File: src/rtl/gate_bist_pkg.sv
// Shared types and the golden truth table for the two-input gate library BIST.
// Bit positions in resp follow the gate order of the library.
package gate_bist_pkg;

  typedef enum logic [2:0] {
    ST_IDLE,
    ST_APPLY,
    ST_SETTLE,
    ST_CHECK,
    ST_DONE
  } state_t;

  localparam int RESP_AND      = 0;
  localparam int RESP_OR       = 1;
  localparam int RESP_NOT      = 2;
  localparam int RESP_NAND     = 3;
  localparam int RESP_NOR      = 4;
  localparam int RESP_XOR      = 5;
  localparam int RESP_XNOR     = 6;
  localparam int RESP_XOR_NAND = 7;

  function automatic logic [7:0] golden_resp(input logic a, input logic b);
    logic [7:0] g;
    g                = '0;
    g[RESP_AND]      = a & b;
    g[RESP_OR]       = a | b;
    g[RESP_NOT]      = ~a;
    g[RESP_NAND]     = ~(a & b);
    g[RESP_NOR]      = ~(a | b);
    g[RESP_XOR]      = a ^ b;
    g[RESP_XNOR]     = ~(a ^ b);
    g[RESP_XOR_NAND] = a ^ b;
    return g;
  endfunction

endpackage

File: src/rtl/gate_bist_if.sv
// Stimulus, response and result signals between the BIST controller and its host.
// master = controller side, slave = host / gate-array side.
interface gate_bist_if #(
  parameter int ERR_W = 8
);

  logic             start;
  logic             a;
  logic             b;
  logic [7:0]       resp;
  logic             busy;
  logic             done;
  logic             pass;
  logic [ERR_W-1:0] err_count;
  logic             fail_valid;
  logic [1:0]       first_fail_vec;
  logic [7:0]       first_fail_mask;

  modport master (
    input  start, resp,
    output a, b, busy, done, pass, err_count, fail_valid,
           first_fail_vec, first_fail_mask
  );

  modport slave (
    output start, resp,
    input  a, b, busy, done, pass, err_count, fail_valid,
           first_fail_vec, first_fail_mask
  );

endinterface

File: src/rtl/gate_golden.sv
// Combinational golden response for one {a,b} vector.
module gate_golden
  import gate_bist_pkg::*;
(
  input  logic       a,
  input  logic       b,
  output logic [7:0] golden
);

  assign golden = golden_resp(a, b);

endmodule

File: src/rtl/gate_bist_ctrl.sv
// BIST controller: sweeps {a,b} over all four vectors, checks the gate
// responses against the golden table and reports pass / error statistics.
//
// state  | meaning
// -------+---------------------------------------------------------------
// IDLE   | a=b=0, results held, waiting for start
// APPLY  | register {a,b} from the vector index (one cycle)
// SETTLE | hold {a,b} for SETTLE_CYCLES while the gates settle
// CHECK  | compare resp with golden, update error statistics
// DONE   | one-cycle done pulse, pass valid, then back to IDLE
module gate_bist_ctrl
  import gate_bist_pkg::*;
#(
  parameter int SETTLE_CYCLES = 2,
  parameter int PASSES        = 1,
  parameter int ERR_W         = 8
) (
  input  logic         clk,
  input  logic         rst,
  gate_bist_if.master  bus
);

  localparam int CW = (SETTLE_CYCLES > 1) ? $clog2(SETTLE_CYCLES) : 1;
  localparam int PW = (PASSES > 1) ? $clog2(PASSES) : 1;
  localparam logic [ERR_W-1:0] ERR_MAX = '1;

  state_t           state_q, state_d;
  logic [1:0]       vec_q, vec_d;
  logic [PW-1:0]    pidx_q, pidx_d;
  logic [CW-1:0]    cnt_q, cnt_d;
  logic             a_q, a_d;
  logic             b_q, b_d;
  logic             busy_q, busy_d;
  logic             done_q, done_d;
  logic             pass_q, pass_d;
  logic [ERR_W-1:0] err_q, err_d;
  logic             fv_q, fv_d;
  logic [1:0]       ffv_q, ffv_d;
  logic [7:0]       ffm_q, ffm_d;

  logic [7:0]       golden;
  logic [7:0]       mask;
  logic             mismatch;

  gate_golden u_golden (
    .a      (a_q),
    .b      (b_q),
    .golden (golden)
  );

  assign mask     = bus.resp ^ golden;
  assign mismatch = |mask;

  always_ff @(posedge clk) begin
    if (rst) begin
      state_q <= ST_IDLE;
      vec_q   <= '0;
      pidx_q  <= '0;
      cnt_q   <= '0;
      a_q     <= 1'b0;
      b_q     <= 1'b0;
      busy_q  <= 1'b0;
      done_q  <= 1'b0;
      pass_q  <= 1'b0;
      err_q   <= '0;
      fv_q    <= 1'b0;
      ffv_q   <= '0;
      ffm_q   <= '0;
    end else begin
      state_q <= state_d;
      vec_q   <= vec_d;
      pidx_q  <= pidx_d;
      cnt_q   <= cnt_d;
      a_q     <= a_d;
      b_q     <= b_d;
      busy_q  <= busy_d;
      done_q  <= done_d;
      pass_q  <= pass_d;
      err_q   <= err_d;
      fv_q    <= fv_d;
      ffv_q   <= ffv_d;
      ffm_q   <= ffm_d;
    end
  end

  always_comb begin
    state_d = state_q;
    vec_d   = vec_q;
    pidx_d  = pidx_q;
    cnt_d   = cnt_q;
    a_d     = a_q;
    b_d     = b_q;
    busy_d  = busy_q;
    done_d  = 1'b0;
    pass_d  = pass_q;
    err_d   = err_q;
    fv_d    = fv_q;
    ffv_d   = ffv_q;
    ffm_d   = ffm_q;

    unique case (state_q)
      ST_IDLE: begin
        a_d = 1'b0;
        b_d = 1'b0;
        if (bus.start) begin
          state_d = ST_APPLY;
          vec_d   = '0;
          pidx_d  = '0;
          busy_d  = 1'b1;
          pass_d  = 1'b0;
          err_d   = '0;
          fv_d    = 1'b0;
          ffv_d   = '0;
          ffm_d   = '0;
        end
      end

      ST_APPLY: begin
        a_d     = vec_q[1];
        b_d     = vec_q[0];
        cnt_d   = CW'(SETTLE_CYCLES - 1);
        state_d = ST_SETTLE;
      end

      ST_SETTLE: begin
        if (cnt_q == '0) state_d = ST_CHECK;
        else             cnt_d   = cnt_q - CW'(1);
      end

      ST_CHECK: begin
        if (mismatch) begin
          if (err_q != ERR_MAX) err_d = err_q + ERR_W'(1);
          // Only the first failing vector of a run is recorded.
          if (!fv_q) begin
            fv_d  = 1'b1;
            ffv_d = {a_q, b_q};
            ffm_d = mask;
          end
        end
        if (vec_q != 2'd3) begin
          vec_d   = vec_q + 2'd1;
          state_d = ST_APPLY;
        end else if (pidx_q != PW'(PASSES - 1)) begin
          vec_d   = '0;
          pidx_d  = pidx_q + PW'(1);
          state_d = ST_APPLY;
        end else begin
          state_d = ST_DONE;
          a_d     = 1'b0;
          b_d     = 1'b0;
          busy_d  = 1'b0;
          done_d  = 1'b1;
          pass_d  = ~(fv_q | mismatch);
        end
      end

      ST_DONE: state_d = ST_IDLE;

      default: state_d = ST_IDLE;
    endcase
  end

  assign bus.a               = a_q;
  assign bus.b               = b_q;
  assign bus.busy            = busy_q;
  assign bus.done            = done_q;
  assign bus.pass            = pass_q;
  assign bus.err_count       = err_q;
  assign bus.fail_valid      = fv_q;
  assign bus.first_fail_vec  = ffv_q;
  assign bus.first_fail_mask = ffm_q;

endmodule

File: src/flat_wrapper.sv
// flat-port wrapper written by rule: the top's interface ports become plain ports
module gate_bist_ctrl_flat import gate_bist_pkg::*;
#(
  parameter int SETTLE_CYCLES = 2,
  parameter int PASSES        = 1,
  parameter int ERR_W         = 8
)
  (clk, rst, bus_start, bus_resp, bus_a, bus_b, bus_busy, bus_done, bus_pass, bus_err_count, bus_fail_valid, bus_first_fail_vec, bus_first_fail_mask);
  gate_bist_if #(.ERR_W(ERR_W)) bus_i ();
  input  logic clk;
  input  logic rst;
  input wire logic [$bits(bus_i.start)-1:0] bus_start;
  input wire logic [$bits(bus_i.resp)-1:0] bus_resp;
  output wire logic [$bits(bus_i.a)-1:0] bus_a;
  output wire logic [$bits(bus_i.b)-1:0] bus_b;
  output wire logic [$bits(bus_i.busy)-1:0] bus_busy;
  output wire logic [$bits(bus_i.done)-1:0] bus_done;
  output wire logic [$bits(bus_i.pass)-1:0] bus_pass;
  output wire logic [$bits(bus_i.err_count)-1:0] bus_err_count;
  output wire logic [$bits(bus_i.fail_valid)-1:0] bus_fail_valid;
  output wire logic [$bits(bus_i.first_fail_vec)-1:0] bus_first_fail_vec;
  output wire logic [$bits(bus_i.first_fail_mask)-1:0] bus_first_fail_mask;
  assign bus_i.start = bus_start;
  assign bus_i.resp = bus_resp;
  assign bus_a = bus_i.a;
  assign bus_b = bus_i.b;
  assign bus_busy = bus_i.busy;
  assign bus_done = bus_i.done;
  assign bus_pass = bus_i.pass;
  assign bus_err_count = bus_i.err_count;
  assign bus_fail_valid = bus_i.fail_valid;
  assign bus_first_fail_vec = bus_i.first_fail_vec;
  assign bus_first_fail_mask = bus_i.first_fail_mask;
  gate_bist_ctrl #(.SETTLE_CYCLES(SETTLE_CYCLES), .PASSES(PASSES), .ERR_W(ERR_W)) u_core (.clk(clk), .rst(rst), .bus(bus_i));
endmodule
File: config.mk
export PLATFORM = sky130hd
export DESIGN_NAME = gate_bist_ctrl_flat
export DESIGN_NICKNAME = d
export VERILOG_FILES = /design/src/rtl/gate_bist_pkg.sv /design/src/rtl/gate_bist_if.sv /design/src/rtl/gate_golden.sv /design/src/rtl/gate_bist_ctrl.sv /design/src/flat_wrapper.sv
export SDC_FILE = /design/constraint.sdc
export NUM_CORES = 1
export LEC_CHECK = 0
export BUFFER_PORTS_ARGS = -buffer_cell sky130_fd_sc_hd__buf_2
export CAP_MARGIN = 10
export CORE_MARGIN = 4
export CORE_UTILIZATION = 31
export CTS_CLUSTER_SIZE = 40
export DETAILED_ROUTE_END_ITERATION = 10
export PLACE_DENSITY = 0.54
export REMOVE_ABC_BUFFERS = 1
export SLEW_MARGIN = 10
export SYNTH_ARGS = -nofsm -noshare
export SYNTH_HDL_FRONTEND = slang
export SYNTH_SLANG_ARGS = --single-unit
export TNS_END_PERCENT = 50
File: constraint.sdc
create_clock -name clk -period 2.6 [get_ports clk]
set_input_delay 0.39 -clock clk [delete_from_list [all_inputs] [get_ports clk]]
set_output_delay 0.39 -clock clk [all_outputs]
set_load 0.01 [all_outputs]
## After elaboration in Yosys (flattened, before gate mapping)

Cells that the tools add are included.
Widths: inputs -> output; s select.

| word-level totals | value |
|---|---|
| register bits | 31 |
| bits in writable memories | 0 |
| memories | 0 |
| memory bits (read-only) | 0 |
| logic and storage cells | 92 |
| latch bits | 0 |
| output and inout bits | 24 |

| operators by class | value |
|---|---|
| bitwise operators | 11 |
| $lt $le $gt $ge | 0 |
| muxes and demuxes | 37 |
| eq/ne operators | 13 |
| multipliers | 0 |
| add/sub/neg operators | 4 |
| reductions and logical operators | 14 |
| div/mod/pow operators | 0 |
| shift-type cells | 0 |

Operators by type and width:

| operator | number |
|---|---|
| $mux 8 | 5 |
| $pmux 8 s2 | 2 |
| $mux 3 | 4 |
| $ne 2x2->1 const B | 6 |
| $pmux 3 s4 | 1 |
| $reduce_and 3->1 | 4 |
| $reduce_and 4->1 | 3 |
| $mux 1 | 11 |
| $mux 2 | 5 |
| $pmux 1 s2 | 5 |
| $add 8x1->8 const B | 1 |
| $ne 8x8->1 const B | 1 |
| $pmux 2 s2 | 2 |
| $reduce_or 8->1 | 1 |
| $xor 8x8->8 | 1 |
| $eq 3x2->1 const B | 2 |
| $not 1->1 | 6 |
| $pmux 1 s3 | 2 |
| $ne 2x1->1 const B | 2 |
| $reduce_bool 2->1 | 2 |
| $eq 3x1->1 const B | 1 |
| $logic_not 3->1 | 1 |
| $ne 3x1->1 const B | 1 |
| $reduce_bool 3->1 | 1 |
| 8 further kinds | 9 |

## Logic depth before layout (Yosys ltp)

| depth | value |
|---|---|
| depth in word-level cells | 9 |
| depth in mapped cells | 9 |
| depth with buffers taken out | 7 |

## Modules after synthesis

A second synthesis with hierarchy kept.

| second synthesis, totals | value |
|---|---|
| cell total of the unflattened synthesis | 169 |
| area total of the unflattened synthesis | 1502.7 µm² |

Modules (own cells, without submodules):

| module | cells each | area an instance (µm²) | instances |
|---|---|---|---|
| gate_bist_ctrl | 159 | 1426.4 | 1 |
| gate_golden | 10 | 76.3 | 1 |

## Least setup slack after synthesis

OpenSTA, ideal clock, no wires.

| path | value |
|---|---|
| path type | register to register |
| start point | register u_core.a_q, in the netlist u_core.bus.a |
| end point | register u_core.pass_q, in the netlist u_core.bus.pass |
| arrival time | 2.323 ns |
| buffers on the path | 1 |
| slack | 0.211 ns |
| setup time | 0.066 ns |
| stages on the path, launching flop included | 9 |
| period minus slack after synthesis | 2.389 ns |
| cell sequence | dfxtp_1 -> inv_1 -> ha_1 -> xor2_1 -> or4_1 -> or2_1 -> buf_6 -> or3_4 -> a21oi_2 |

| on the way | value |
|---|---|
| word-level cells in the longest chain between the ends | 9 |
| elaborated cells on any way between the ends | 14 |
| those cells by class | 3 x mux; 10 x bitwise; 1 x reduce/logical |

RTL lines:

| element | RTL line | RTL |
|---|---|---|
| start, declared | gate_bist_ctrl.sv:31 | `logic a_q, a_d;` |
| start signal, assigned | gate_bist_ctrl.sv:60 | `a_q <= 1'b0;` |
| start signal, assigned | gate_bist_ctrl.sv:74 | `a_q <= a_d;` |
| $and 1x1->1, or another cell as far along | gate_bist_pkg.sv:25, gate_bist_pkg.sv:28 |  |
| $not 1->1 (on tied branches) | gate_bist_pkg.sv:28, gate_bist_pkg.sv:29, gate_bist_pkg.sv:31 |  |
| $xor 8x8->8 * | gate_bist_ctrl.sv:51 | `assign mask = bus.resp ^ golden;` |
| $reduce_or 8->1 * | gate_bist_ctrl.sv:52 | `assign mismatch = \|mask;` |
| $or 1x1->1 * | gate_bist_ctrl.sv:153 | `pass_d = ~(fv_q \| mismatch);` |
| $not 1->1 * | gate_bist_ctrl.sv:153 |  |
| $mux 1 * | gate_bist_ctrl.sv:143 | `end else if (pidx_q != PW'(PASSES - 1)) begin` |
| $mux 1 * | gate_bist_ctrl.sv:140 | `if (vec_q != 2'd3) begin` |
| $pmux 1 s2 * | gate_bist_ctrl.sv:101 | `unique case (state_q)` |
| end signal, assigned | gate_bist_ctrl.sv:78 | `pass_q <= pass_d;` |
| end, declared | gate_bist_ctrl.sv:35 | `logic pass_q, pass_d;` |

Every way passes the cells marked *; elsewhere a longest branch is shown, timed or not. The select of a mux whose other input is x is not followed.
A chain may end at the register's enable or synchronous reset.

## Worst setup path in the final report

| path | value |
|---|---|
| start point | register u_core.b_q, in the netlist u_core.bus.b |
| end point | register u_core.pass_q, in the netlist u_core.bus.pass |

| on the way | value |
|---|---|
| word-level cells in the longest chain between the ends | 9 |
| elaborated cells on any way between the ends | 13 |
| those cells by class | 3 x mux; 9 x bitwise; 1 x reduce/logical |

RTL lines:

| element | RTL line | RTL |
|---|---|---|
| start, declared | gate_bist_ctrl.sv:32 | `logic b_q, b_d;` |
| start signal, assigned | gate_bist_ctrl.sv:61 | `b_q <= 1'b0;` |
| start signal, assigned | gate_bist_ctrl.sv:75 | `b_q <= b_d;` |
| $and 1x1->1, or another cell as far along | gate_bist_pkg.sv:25, gate_bist_pkg.sv:28 |  |
| $not 1->1 (on tied branches) | gate_bist_pkg.sv:28, gate_bist_pkg.sv:29, gate_bist_pkg.sv:31 |  |
| $xor 8x8->8 * | gate_bist_ctrl.sv:51 |  |
| $reduce_or 8->1 * | gate_bist_ctrl.sv:52 |  |
| $or 1x1->1 * | gate_bist_ctrl.sv:153 |  |
| $not 1->1 * | gate_bist_ctrl.sv:153 |  |
| $mux 1 * | gate_bist_ctrl.sv:143 |  |
| $mux 1 * | gate_bist_ctrl.sv:140 |  |
| $pmux 1 s2 * | gate_bist_ctrl.sv:101 |  |

Marked as above.

==> out/metrics.yaml <==
outcome:
  outcome: "completed"
layout:
  mostFrequentLayoutCell: "buf_2"
  fin_area_um2: 1860
  final_cells: 278
  layout_common_cells: "buf_2, dfxtp_1, nand2_1"
  fillCellCount: 520
  drive_gt1_share_pct: 24.2
  antenna_cells: 0
  layout.nets: 225
  area_growth_pct: 21.3
cts:
  numCtsBuffers: 5
  clk_latency_ns: 0.28
  hold_buffers: 0
  post_cts_resized: 0
  clk_pin_slew_worst_paths_ns: 0.07
  cts_sinks: 30
  root_buffer: "clkbuf_8"
  post-cts-setup-buffer-count: 0
  cts_tree: "yes"
  htreeDepth: 2
  clockBufferDepth: 2
power_and_ir_drop:
  p_leak_nw: 0.736
  power.density_nw_per_um2: 569
  irDropWorstVdd_mv: 0.197
drt:
  dr.pass1.iters: 4
  post-route-drc-count: 0
  vias: 1352
  route.final.wire_length_mm: 3.62
  via_per_inst: 4.86
  detail_route.wl_per_cell_um: 13.0
  drtAntennaViolNets: 0
  drtIter0Drc: 68
grt:
  grt_overflow: 0
  antenna_found_initial: 0
  grt_pass1_wl_mm: 6.09
  grt_use_total_pct: 12.6
  grt_pass1_vias: 1282
  grt_max_degree: 18
logic_synthesis:
  yosysWarningCount: 0
  yosys.area.top_type: "dfxtp_1"
  synth.distinct_cells: 43
  yosys-top-cells-area: "dfxtp_1, nand2_1, mux2i_1"
  netlist_area_um2: 1530
  ys.flop_type: "dfxtp_1"
  ys_seq_area_share_pct: 39.2
  ys_ff_latch: 30
  synth_top_area_share_pct: 39.2
  avgSynthCellArea_um2: 8.76
  synthCells: 175
  synth_edf_count: 0
  async_flop_share_pct: 0
floorplan:
  dieArea_um2: 6130
  start_util_pct: 32.2
  io_pins: 35
  die_y_um: 78.3
  die_x_um: 78.3
  core_um2: 4750
  std_cell_rows: 25
critical_path:
  critPathLaunch: "u_core.bus.b"
  endpoint_kind: "flop"
  arrival_ns: 2.70
  r2r_start: "u_core.bus.b"
  worst_setup_path_start_kind: "flop"
  cp.required_ns: 2.82
  cp_max_fo: 7
  critPathKind: "flop to flop"
  r2r_slack_ns: 0.12
timing:
  rsz0062_at_grt: "no"
  worst_pin_slew_ns: 0.966
  hold_viol: 0
  period_needed_ns: 2.48
  setup_viol_count_final: 0
  max_freq_mhz: 404
  slew_violations: 0
  slew_headroom_pct: 35.5
  finalCritPeriodShare_pct: 95.2
  skew_ns: 0.00700
min_path:
  hp-start: "bus_resp[1]"
  min-delay-path-class: "input port to flop"
flow_run:
  maxCapViolCount: 0
place:
  dp_hpwl_mm: 2.63
  dpl-instance-area_um2: 1740
  io_buffers: 34
  place_inst: 270
  gp_congestion: 0.820
==> layer usage <==
layer | vias up | global-route usage [%] | routed length [µm]
met5 | - | 0 | 0
met4 | 0 | 6.29 | 62
met3 | 5 | 3.10 | 136
met2 | 24 | 19.9 | 1760
met1 | 631 | 16.0 | 1670
li1 | 692 | - | -
==> final cells by class <==
class	instances	area, µm²	area share, %
sequential	30	601	32.3
multi-input combinational	130	842	45.3
tap	67	83.8	4.51
inverter	4	15.0	0.808
timing repair buffer	39	208	11.2
clock buffer	8	110	5.92
==> final timing paths <==
path | endpoint | cells after the start
worst min-delay path | u_core.bus.first_fail_mask[1] | 4
worst min register to register | u_core.bus.first_fail_mask[1] | 2
worst max register to register | u_core.bus.pass | 7
worst max-delay path | u_core.bus.pass | 7
==> stage by stage <==
| stage | power, W | setup slack, ns | util [%] | hold WS [ns] | setup TNS (ns) |
|---|---|---|---|---|---|
| 6_report | 0.00106 | 0.124 | 39.1 | 0.429 | 0 |
| 5_1_grt | 0.00111 | 0.00806 | 39.1 | 0.442 | 0 |
| 4_1_cts | 0.00107 | 0.0400 | 39.0 | 0.425 | 0 |
| 3_5_place_dp | 0.000624 | 0.0811 | 36.7 | 0.445 | 0 |
| 3_3_place_gp | 0.000624 | 0.165 | 36.7 | 0.443 | 0 |
| 2_1_floorplan | 0.000575 | -0.132 | - | 0.452 | -1.32 |
==> Yosys cell counts (all sizes together), types with 3 or more instances <==
cell / number
dfxtp: 30
nand2: 29
a21oi: 12
nor2: 11
mux2i: 10
nand3: 8
buf: 6
clkbuf: 5
xnor2: 5
ha: 4
inv: 4
nor3: 4
o21ai: 4
or4: 4
xor2: 4
a31oi: 3
nor2b: 3
nor3b: 3
o211ai: 3
o311ai: 3
or3: 3
==> state kept, by name, summed over array words and instances, names as in the netlist <==
signal and flops:
u_core.bus.first_fail_mask 8, u_core.bus.pass 1, u_core.bus.busy 1, u_core.bus.a 1
u_core.bus.err_count 8, u_core.bus.done 1, u_core.cnt_q 1, u_core.bus.fail_valid 1
u_core.state_q 3, u_core.bus.first_fail_vec 2, u_core.vec_q 2, u_core.bus.b 1
==> cell families after synthesis <==
kind of cell,Yosys count,share of synthesized area [%]
mux,10,6.53
xor+xnor,9,5.14
simple gates,72,23.8
buf+inv,15,6.61
fa+ha+maj,4,3.27
compound gates,35,15.4
flops,30,39.2
==> where the power goes <==
group / internal (W) / switching, W
Sequential: 0.000473 / 0.0000191
Clock: 0.000267 / 0.000178
Combinational: 0.0000513 / 0.0000701
==> critical path: stages (launching register included) <==
cell and delay, ns:
dfxtp_1 0.40, inv_1 0.07, ha_1 0.38, xor2_1 0.18, or4_1 0.55, or2_1 0.34, or3_4 0.36, a21oi_2 0.13
Note: power is estimated with default switching activity, not from simulation.
